[src/rtl/s_resp_block_if.sv]
// Master/slave request-response bus for s_resp_block: two requesting masters on one side,
// a single downstream slave port on the other.
interface s_resp_block_if #(
  parameter int unsigned AW = 32,
  parameter int unsigned DW = 32
);
  // Master 0 side
  logic          m0_req;
  logic [AW-1:0] m0_addr;
  logic          m0_cmd;
  logic [DW-1:0] m0_wdata;
  logic          m0_ack;
  logic          m0_resp;
  logic [DW-1:0] m0_rdata;
  // Master 1 side
  logic          m1_req;
  logic [AW-1:0] m1_addr;
  logic          m1_cmd;
  logic [DW-1:0] m1_wdata;
  logic          m1_ack;
  logic          m1_resp;
  logic [DW-1:0] m1_rdata;
  // Downstream slave side
  logic          s_req;
  logic [AW-1:0] s_addr;
  logic          s_cmd;
  logic [DW-1:0] s_wdata;
  logic          s_ack;
  logic [DW-1:0] s_rdata;

  // Environment view: drives master requests and the downstream slave's answers.
  modport master (
    output m0_req, m0_addr, m0_cmd, m0_wdata,
    output m1_req, m1_addr, m1_cmd, m1_wdata,
    output s_ack, s_rdata,
    input  m0_ack, m0_resp, m0_rdata,
    input  m1_ack, m1_resp, m1_rdata,
    input  s_req, s_addr, s_cmd, s_wdata
  );

  // Arbiter view: the block that serves both masters.
  modport slave (
    input  m0_req, m0_addr, m0_cmd, m0_wdata,
    input  m1_req, m1_addr, m1_cmd, m1_wdata,
    input  s_ack, s_rdata,
    output m0_ack, m0_resp, m0_rdata,
    output m1_ack, m1_resp, m1_rdata,
    output s_req, s_addr, s_cmd, s_wdata
  );
endinterface

[src/rtl/s_resp_block.sv]
// Two-master round-robin arbiter in front of a single slave. One transaction at a time:
// IDLE grants, BUSY waits for s_ack, RDATA returns one beat of read data.
module s_resp_block #(
  parameter int unsigned AW = 32,
  parameter int unsigned DW = 32
) (
  input  logic           clk,
  input  logic           rst,
  s_resp_block_if.slave  bus
);

  typedef enum logic [1:0] {
    StIdle  = 2'd0,
    StBusy  = 2'd1,
    StRdata = 2'd2
  } state_e;

  state_e state_q, state_d;
  logic   grant_q, grant_d;
  logic   ptr_q, ptr_d;
  logic   cmd_q, cmd_d;

  logic          gnt_req;
  logic [AW-1:0] fwd_addr;
  logic [DW-1:0] fwd_wdata;
  logic          fwd_cmd;

  // Fields of the currently granted master.
  always_comb begin
    gnt_req   = grant_q ? bus.m1_req   : bus.m0_req;
    fwd_addr  = grant_q ? bus.m1_addr  : bus.m0_addr;
    fwd_wdata = grant_q ? bus.m1_wdata : bus.m0_wdata;
    fwd_cmd   = grant_q ? bus.m1_cmd   : bus.m0_cmd;
  end

  // Next-state, arbitration and all outputs; rst forces every output low.
  always_comb begin
    state_d      = state_q;
    grant_d      = grant_q;
    ptr_d        = ptr_q;
    cmd_d        = cmd_q;
    bus.s_req    = 1'b0;
    bus.s_addr   = '0;
    bus.s_cmd    = 1'b0;
    bus.s_wdata  = '0;
    bus.m0_ack   = 1'b0;
    bus.m1_ack   = 1'b0;
    bus.m0_resp  = 1'b0;
    bus.m1_resp  = 1'b0;
    bus.m0_rdata = '0;
    bus.m1_rdata = '0;

    unique case (state_q)
      StIdle: begin
        if (bus.m0_req || bus.m1_req) begin
          // Pointer only matters when both request at once.
          grant_d = (bus.m0_req && bus.m1_req) ? ptr_q : bus.m1_req;
          cmd_d   = grant_d ? bus.m1_cmd : bus.m0_cmd;
          state_d = StBusy;
        end
      end
      StBusy: begin
        bus.s_req   = gnt_req;
        bus.s_addr  = fwd_addr;
        bus.s_cmd   = fwd_cmd;
        bus.s_wdata = fwd_wdata;
        if (!gnt_req) begin
          // Master withdrew before acceptance: abandon, keep the pointer.
          state_d = StIdle;
        end else if (bus.s_ack) begin
          if (grant_q) bus.m1_ack = 1'b1;
          else         bus.m0_ack = 1'b1;
          if (cmd_q) begin
            state_d = StIdle;
            ptr_d   = ~grant_q;
          end else begin
            state_d = StRdata;
          end
        end
      end
      StRdata: begin
        if (grant_q) begin
          bus.m1_resp  = 1'b1;
          bus.m1_rdata = bus.s_rdata;
        end else begin
          bus.m0_resp  = 1'b1;
          bus.m0_rdata = bus.s_rdata;
        end
        ptr_d   = ~grant_q;
        state_d = StIdle;
      end
      default: state_d = StIdle;
    endcase

    if (rst) begin
      bus.s_req    = 1'b0;
      bus.s_addr   = '0;
      bus.s_cmd    = 1'b0;
      bus.s_wdata  = '0;
      bus.m0_ack   = 1'b0;
      bus.m1_ack   = 1'b0;
      bus.m0_resp  = 1'b0;
      bus.m1_resp  = 1'b0;
      bus.m0_rdata = '0;
      bus.m1_rdata = '0;
    end
  end

  // State, grant, pointer and command registers with synchronous reset.
  always_ff @(posedge clk) begin
    if (rst) begin
      state_q <= StIdle;
      grant_q <= 1'b0;
      ptr_q   <= 1'b0;
      cmd_q   <= 1'b0;
    end else begin
      state_q <= state_d;
      grant_q <= grant_d;
      ptr_q   <= ptr_d;
      cmd_q   <= cmd_d;
    end
  end

endmodule
[src/flat_wrapper.sv]
// flat-port wrapper written by rule: the top's interface ports become plain ports
module s_resp_block_flat 
#(
  parameter int unsigned AW = 32,
  parameter int unsigned DW = 32
)
  (clk, rst, bus_m0_req, bus_m0_addr, bus_m0_cmd, bus_m0_wdata, bus_m1_req, bus_m1_addr, bus_m1_cmd, bus_m1_wdata, bus_s_ack, bus_s_rdata, bus_m0_ack, bus_m0_resp, bus_m0_rdata, bus_m1_ack, bus_m1_resp, bus_m1_rdata, bus_s_req, bus_s_addr, bus_s_cmd, bus_s_wdata);
  s_resp_block_if #(.AW(AW), .DW(DW)) bus_i ();
  input  logic clk;
  input  logic rst;
  input wire logic [$bits(bus_i.m0_req)-1:0] bus_m0_req;
  input wire logic [$bits(bus_i.m0_addr)-1:0] bus_m0_addr;
  input wire logic [$bits(bus_i.m0_cmd)-1:0] bus_m0_cmd;
  input wire logic [$bits(bus_i.m0_wdata)-1:0] bus_m0_wdata;
  input wire logic [$bits(bus_i.m1_req)-1:0] bus_m1_req;
  input wire logic [$bits(bus_i.m1_addr)-1:0] bus_m1_addr;
  input wire logic [$bits(bus_i.m1_cmd)-1:0] bus_m1_cmd;
  input wire logic [$bits(bus_i.m1_wdata)-1:0] bus_m1_wdata;
  input wire logic [$bits(bus_i.s_ack)-1:0] bus_s_ack;
  input wire logic [$bits(bus_i.s_rdata)-1:0] bus_s_rdata;
  output wire logic [$bits(bus_i.m0_ack)-1:0] bus_m0_ack;
  output wire logic [$bits(bus_i.m0_resp)-1:0] bus_m0_resp;
  output wire logic [$bits(bus_i.m0_rdata)-1:0] bus_m0_rdata;
  output wire logic [$bits(bus_i.m1_ack)-1:0] bus_m1_ack;
  output wire logic [$bits(bus_i.m1_resp)-1:0] bus_m1_resp;
  output wire logic [$bits(bus_i.m1_rdata)-1:0] bus_m1_rdata;
  output wire logic [$bits(bus_i.s_req)-1:0] bus_s_req;
  output wire logic [$bits(bus_i.s_addr)-1:0] bus_s_addr;
  output wire logic [$bits(bus_i.s_cmd)-1:0] bus_s_cmd;
  output wire logic [$bits(bus_i.s_wdata)-1:0] bus_s_wdata;
  assign bus_i.m0_req = bus_m0_req;
  assign bus_i.m0_addr = bus_m0_addr;
  assign bus_i.m0_cmd = bus_m0_cmd;
  assign bus_i.m0_wdata = bus_m0_wdata;
  assign bus_i.m1_req = bus_m1_req;
  assign bus_i.m1_addr = bus_m1_addr;
  assign bus_i.m1_cmd = bus_m1_cmd;
  assign bus_i.m1_wdata = bus_m1_wdata;
  assign bus_i.s_ack = bus_s_ack;
  assign bus_i.s_rdata = bus_s_rdata;
  assign bus_m0_ack = bus_i.m0_ack;
  assign bus_m0_resp = bus_i.m0_resp;
  assign bus_m0_rdata = bus_i.m0_rdata;
  assign bus_m1_ack = bus_i.m1_ack;
  assign bus_m1_resp = bus_i.m1_resp;
  assign bus_m1_rdata = bus_i.m1_rdata;
  assign bus_s_req = bus_i.s_req;
  assign bus_s_addr = bus_i.s_addr;
  assign bus_s_cmd = bus_i.s_cmd;
  assign bus_s_wdata = bus_i.s_wdata;
  s_resp_block #(.AW(AW), .DW(DW)) u_core (.clk(clk), .rst(rst), .bus(bus_i));
endmodule
[config.mk]
export PLATFORM = sky130hd
export DESIGN_NAME = s_resp_block_flat
export DESIGN_NICKNAME = d
export VERILOG_FILES = /design/src/rtl/s_resp_block_if.sv /design/src/rtl/s_resp_block.sv /design/src/flat_wrapper.sv
export SDC_FILE = /design/constraint.sdc
export NUM_CORES = 1
export LEC_CHECK = 0
export ABC_AREA = 1
export CORE_AREA = 2 2 116 118
export DETAILED_ROUTE_END_ITERATION = 10
export DIE_AREA = 0 0 118 120
export SLEW_MARGIN = 20
export SYNTH_ARGS = -nofsm -noshare
export SYNTH_HDL_FRONTEND = slang
export SYNTH_SLANG_ARGS = --single-unit
[constraint.sdc]
create_clock -name clk -period 2.5 [get_ports clk]
set_input_delay 0.75 -clock clk [delete_from_list [all_inputs] [get_ports clk]]
set_output_delay 0.75 -clock clk [all_outputs]
set_load 0.05 [all_outputs]
# After elaboration in Yosys (flattened, before gate mapping)
# Index checks and enable logic that the tools add are counted.
[word_totals]
word_cells = 62
output_inout_bits = 134
reg_bits = 5
[classes]
n_eq_ne = 7
n_reduce_logical = 7
n_mux = 43
bitwise = 1
[op_table]
columns = ["operator", "count"]
rows = [
  ["2-to-1 mux 32 bit", 12],
  ["2-to-1 mux 1 bit", 25],
  ["2-to-1 mux 2 bit", 4],
  ["!= test 2 x 1 -> 1 bit (second input constant)", 3],
  ["case mux 2 bit (2 select lines)", 1],
  ["AND reduction 2 bit", 2],
  ["AND reduction 4 bit", 1],
  ["!= test 3 bit (second input constant)", 1],
  ["== test 2 x 1 -> 1 bit (second input constant)", 1],
  ["== test 2 bit (second input constant)", 1],
  ["logical NOT 2 bit", 1],
  ["!= test 2 bit (second input constant)", 1],
  ["case mux 1 bit (2 select lines)", 1],
  ["nonzero test 2 bit", 1],
  ["logical AND 1 bit", 1],
  ["logical OR 1 bit", 1],
  ["inverter 1 bit", 1],
]

# Depth between registers and ports, before layout
# Gate-level depths: netlist of run 1.
[logic_depth]
ltp_word = 5
depth_mapped = 8
ltp_nobuf = 7

# Worst setup path after synthesis of run 1
# Ideal clock, no wire load.
[synth_timing]
path_kind = "input-to-output"
from = "input port rst"
to = "output port bus_m1_rdata[10]"
cell_stages = 4
path_slack_ns = -0.443
required_ns = 1.750
arrival_time_ns = 2.193
path_buffers = 1
path_cell_list = "nor3_4 > inv_2 > buf_6 > nor2_1"
[synth_between]
elab_chain_len = 1
[synth_rtl]
columns = ["element", "line", "source"]
rows = [
  ["start, declared", "flat_wrapper.sv:10", "input logic rst;"],
  ["2-to-1 mux 32 bit", "s_resp_block.sv:95", "if (rst) begin"],
  ["end, declared", "flat_wrapper.sv:26", "output wire logic [$bits(bus_i.m1_rdata)-1:0] bus_m1_rdata;"],
]
# Every way passes these cells.

# Worst setup path in the final report of run 1
[layout_timing]
from = "input port rst"
to = "output port bus_m1_rdata[12]"
# The elaborated chain is that of the path after synthesis.

==> metrics, run 1 <==
status complete, no violations; DRT iter0 DRCs 83; CP Capture Type output pin; Hold Path Class reg -> reg; synthesized area per cell 4.63 sq um; clk sinks 5; final setup vio count 0; first-pass GRT wire length 18,300 um; fin nets 849; Routability Congestion 0.845; total negative slack 0 ns; Hold-fix buffers, CTS 0; CP Class in -> out; synth unique cells 20; max-cap check violation count 0; final worst setup slack 0.0516 ns; Worst setup SP type primary input; Critical Path AT 1.70 ns; CP Max Fanout 6; later-pin clock latency in the skew report 0.23 ns; Hold Vio Cnt, Final 0; vias in the first global route 3,517; final period utilization 97.9%; Num CTS Buffers 3; via count 3,517; slowest stage cell on the critical path nor3_4; worst-margin pin slew 0.435 ns; CP Cell Sequence buf_8 > nor3_4 > inv_4 > buf_12 > buf_16 > nor2_4 > buf_6; row cnt 42; Top Family by Delay on Critical Path buffers and inverters; relative slew slack 70.7%; Synth Instances 372; Die H 120 um; I/O Buffers 300; R2R Path Start u_core.grant_q; Yosys warnings 0; post-place setup slack -0.386 ns; P per Cell Area 206 nW/um^2; most common cell after layout, fill and taps aside clkdlybuf4s50_1; IO Count 301; synthesis-to-layout area growth 291%; overall routing resource usage 15.9%; # diodes 0; H-tree depth 1; Worst Reg2Reg Path Length in Cells 6; Worst Path Required 1.75 ns; Starting Density 13.3%; Via density 4.10; Max Fclk 408 MHz; R2R setup slack 1.25 ns; Stages on worst setup path 7; Max Root-Sink Buffers 2; placed cell count 844; Util after Layout 51.8%; Synth top area share 31.2%; CTS tree done; Max rail drop VDD 145 uV; synthesized flop and latch total 5; DRC viols 0; Syn Nets 539; crit path buf inv count 5; RR Endpoint u_core.ptr_q; Netlist Area Pre-Place 1720 sq um; leak pwr 0.00276 uW; post-route ant nets 0; non-filler cells, final 857; root buffer cell clkbuf_16; total gr overflow 0; largest net degree at the start of global routing 48; cell taking the most area after synthesis nand2_1; drt first pass iters 4; drt total wl 12,200 um; Layout Skew 0.000560 ns; Worst Setup SP rst; wire length per cell 14.2 um; minimum clock period 2.45 ns; die width 118 um; most frequent cells in the layout clkdlybuf4s50_1 (162), nand2_1 (141), buf_12 (80); antenna violations before repair 0; HPWL after DPL 9700 um; core area 13,000 sq um; share of cells above drive strength 1 45.7%; Worst-path clk slew 0.03 ns; RSZ-0062 raised after global routing false; CP peak stage delay 0.21 ns; sequential element share of the synthesized area 5.81%; largest cells by area after synthesis nand2_1 (31%), a21oi_1 (21%), nor2_1 (14%); Slew Viols, Final 0; crit path capture bus_m1_rdata[12]; full die area 14,200 sq um
## cell type report
cell class | instances | area, sq um
fillers | 1173 | 6250
repair buffers | 331 | 4150
multi-input cells | 295 | 1980
well taps | 176 | 220
inverters | 44 | 180
flip-flops and latches | 5 | 104
clock buffers | 4 | 78.8
repair inverters | 2 | 17.5
## routing by layer
layer	wire, um	global-route usage [%]
met1	4190	16.6
met2	6750	31.7
met3	1210	4.80
met4	49	2.03
met5	0	0
## worst reg2reg max path: stages (launching register included)
cell and delay, ns:
dfxtp_4 0.39, buf_12 0.23, nand2_2 0.12, nand2_1 0.12, nand2_1 0.09, a21oi_1 0.13, nor2_1 0.06
## worst min path at each step
stage	from	endpoint	slack, ns	depth (start not counted)
final	u_core.state_q[1]	u_core.grant_q	0.54	3
after global routing	u_core.state_q[1]	u_core.grant_q	0.59	3
after CTS	u_core.state_q[1]	u_core.grant_q	0.54	3
after detailed placement	u_core.cmd_q	u_core.state_q[1]	0.53	3
after global placement	u_core.cmd_q	u_core.state_q[1]	0.54	3
after floorplan	u_core.cmd_q	u_core.state_q[1]	0.50	3
## logic make-up (layout without fill, tap and decap cells)
| group | after synthesis | count (layout) | synth area share, % |
|---|---|---|---|
| AO/OA/AOI/OAI | 73 | 73 | 21.2 |
| buffers and inverters | 72 | 381 | 21.9 |
| flip-flops | 5 | 5 | 5.81 |
| AND/OR/NAND/NOR | 222 | 222 | 51.1 |
## power breakdown
group	internal, uW	leakage, uW	total (uW)	switching (uW)
clock	211	0.0000382	260	48.6
sequential	86.3	0.0000418	91.9	5.65
combinational	515	0.00268	1030	517
total	812	0.00276	1380	571
## metrics by stage
stage	power, uW	hold WS (ns)	area [sq um]
after global placement	1100	0.536	6250
after detailed placement	1110	0.534	6250
after global routing	1450	0.594	6730
after CTS	1380	0.545	6690
after floorplan	547	0.503	2420
final	1380	0.541	6730
## registers in the layout, summed over array words and instances (netlist names)
name            cells
u_core.grant_q      1
u_core.cmd_q        1
u_core.state_q      2
u_core.ptr_q        1
## repair_timing
action	in CTS	in global routing
endpoints found under the setup margin	134	49
gates cloned	4	2
pin swaps	4	3
resized for setup	63	8
setup buffers	3	1
## Yosys cell counts, drive strengths merged
cell type	instances
nor3	5
inv	43
or2	1
clkinv	1
dfxtp	5
a21oi	71
buf	26
nand2	144
nand3	4
o21ai	2
nor2	67
clkbuf	2
nand3b	1
Power figures use the tool's default switching activity.
==> run 2: changes to the inputs <==
--- a/config.mk
+++ b/config.mk
@@ -9,6 +9,7 @@
 export CORE_AREA = 2 2 116 118
 export DETAILED_ROUTE_END_ITERATION = 10
 export DIE_AREA = 0 0 118 120
+export RECOVER_POWER = 25
 export SLEW_MARGIN = 20
 export SYNTH_ARGS = -nofsm -noshare
 export SYNTH_HDL_FRONTEND = slang
==> metrics, run 2 (synthesis results as in run 1) <==
status complete, no violations; most frequent cells in the layout clkdlybuf4s50_1 (162), nand2_1 (142), buf_12 (69); Clock Power Share 19.3% (+0.5 points); Worst-path clk slew 0.03 ns (about the same); drt first pass iters 4 (unchanged); crit path capture bus_s_addr[23]; most common cell after layout, fill and taps aside clkdlybuf4s50_1; Sw Share 41.7% (+0.44 points); drt total wl 12,200 um (about the same); Worst Path Required 1.75 ns (about the same); minimum clock period 2.46 ns (+0.00984 ns); IO Count 301 (unchanged); # fillers 1,206 (+2.8%); Hold-fix buffers, CTS 0 (unchanged); Worst Setup SP rst; CP Max Fanout 17 (+11); post-route ant nets 0 (unchanged); total negative slack 0 ns (unchanged); Via density 4.10 (about the same); Hold Path Class reg -> reg; post-route cell area 6520 sq um (-3.1%); via count 3,516 (-0.028%); share of cells above drive strength 1 44.1% (-1.6 points); worst-margin pin slew 0.431 ns (-0.00416 ns); final period utilization 98.3% (+0.39 points); total design power 1350 uW (-2.6%); Top reg by flops u_core.state_q; Comb power frac 73.9% (-0.7 points); H-tree depth 1 (unchanged); CP Class in -> out; later-pin clock latency in the skew report 0.23 ns (about the same); Num CTS Buffers 3 (unchanged); synthesis-to-layout area growth 279%; overall routing resource usage 15.9% (unchanged); leak pwr 0.00272 uW (-1.5%); first-pass GRT wire length 18,300 um (unchanged); Internal Power 785 uW (-3.4%); fin nets 849 (unchanged); max reg flops 2 (unchanged); I/O Buffers 300 (unchanged); Critical Path AT 1.71 ns (about the same); Max rail drop VDD 145 uV (-0.16%); row cnt 42 (unchanged); die width 118 um (unchanged); Starting Density 13.3% (unchanged); DRT iter0 DRCs 85 (+2.4%); NetSw 562 uW (-1.6%); P per Cell Area 206 nW/um^2 (+0.44%); root buffer cell clkbuf_16; relative slew slack 71.0% (+0.28 points); final setup vio count 0 (unchanged); metal2 WL 6740 um (-0.15%); Worst setup SP type primary input; largest net degree at the start of global routing 48 (unchanged); Top Metal Used met4; DRC viols 0 (unchanged); Layout Skew 0.000554 ns (-0.00000601 ns); antenna violations before repair 0 (unchanged); CTS tree done; Max Root-Sink Buffers 2 (unchanged); RR Endpoint u_core.ptr_q; Hold Vio Cnt, Final 0 (unchanged); Routability Congestion 0.845 (unchanged); clk sinks 5 (unchanged); Slew Viols, Final 0 (unchanged); R2R Path Start u_core.grant_q; Max Fclk 407 MHz (-0.40%); R2R setup slack 1.27 ns (+0.02 ns); HPWL after DPL 9700 um (unchanged); total gr overflow 0 (unchanged); placed cell area 6250 sq um (unchanged); core area 13,000 sq um (unchanged); wire length per cell 14.2 um (about the same); CP Capture Type output pin; RSZ-0062 raised after global routing false; full die area 14,200 sq um (unchanged); WL met3 1200 um (-0.74%); # diodes 0 (unchanged); Worst Reg2Reg Path Length in Cells 6 (unchanged); max-cap check violation count 0 (unchanged); vias in the first global route 3,517 (unchanged); sequential power share 6.8% (+0.2 points); M1 wire length 4200 um (+0.31%); Die H 120 um (unchanged)
==> run 2: timing repair <==
action                     in CTS  in global routing
pin swaps                       4                  3
setup endpoints to repair     134                 49
gates resized for setup        63                  8
cloned                          4                  2
setup buffers                   3                  1
hold endpoints to repair        0                  0
==> run 2: cell type report <==
| class | count | area (sq um) | share of cell area (%) |
|---|---|---|---|
| repair buffers | 331 | 3980 | 61.0 |
| multi-input cells | 295 | 1950 | 29.8 |
| well taps | 176 | 220 | 3.38 |
| inverters | 44 | 180 | 2.76 |
| flip-flops and latches | 5 | 104 | 1.59 |
| clock buffers | 4 | 78.8 | 1.21 |
| repair inverters | 2 | 17.5 | 0.269 |
==> run 2: worst min-delay path by stage <==
stage | from | end | slack [ns] | cells after the start
after floorplan | u_core.cmd_q | u_core.state_q[1] | 0.50 | 3
after global placement | u_core.cmd_q | u_core.state_q[1] | 0.54 | 3
after detailed placement | u_core.cmd_q | u_core.state_q[1] | 0.53 | 3
after CTS | u_core.state_q[1] | u_core.grant_q | 0.54 | 3
after global routing | u_core.state_q[1] | u_core.grant_q | 0.59 | 3
final | u_core.state_q[1] | u_core.grant_q | 0.54 | 3
==> run 2: power by group through the flow <==
stage / logic, uW / registers (uW) / clock network [uW]
floorplan: 457 / 89.8 / 0
global placement: 1010 / 93.1 / 0
detailed placement: 1020 / 93.2 / 0
CTS: 1030 / 92.1 / 260
global route: 1050 / 93.2 / 268
finish: 995 / 91.9 / 260
==> run 2: worst max-delay path: stages <==
cell and delay (ns):
buf_8 0.11, inv_2 0.10, nand2_8 0.11, buf_6 0.21, a21oi_1 0.24, buf_12 0.18
==> run 2: per-layer routing <==
layer  vias up  GRT usage, %
li1       1749             -
met1      1576          16.6
met2       187          31.7
met3         4          4.80
met4         0          2.03
met5         -             0
==> run 2: metrics by stage <==
stage / cells / utilization, % / hold WS (ns) / setup WS, ns
6_report: 857 / 50.3 / 0.541 / 0.0417
2_1_floorplan: 372 / - / 0.503 / -0.321
4_1_cts: 855 / 51.5 / 0.545 / -0.0137
3_3_place_gp: 844 / 48.2 / 0.536 / -0.361
3_5_place_dp: 844 / 48.2 / 0.534 / -0.386
5_1_grt: 857 / 50.3 / 0.594 / 0.00249
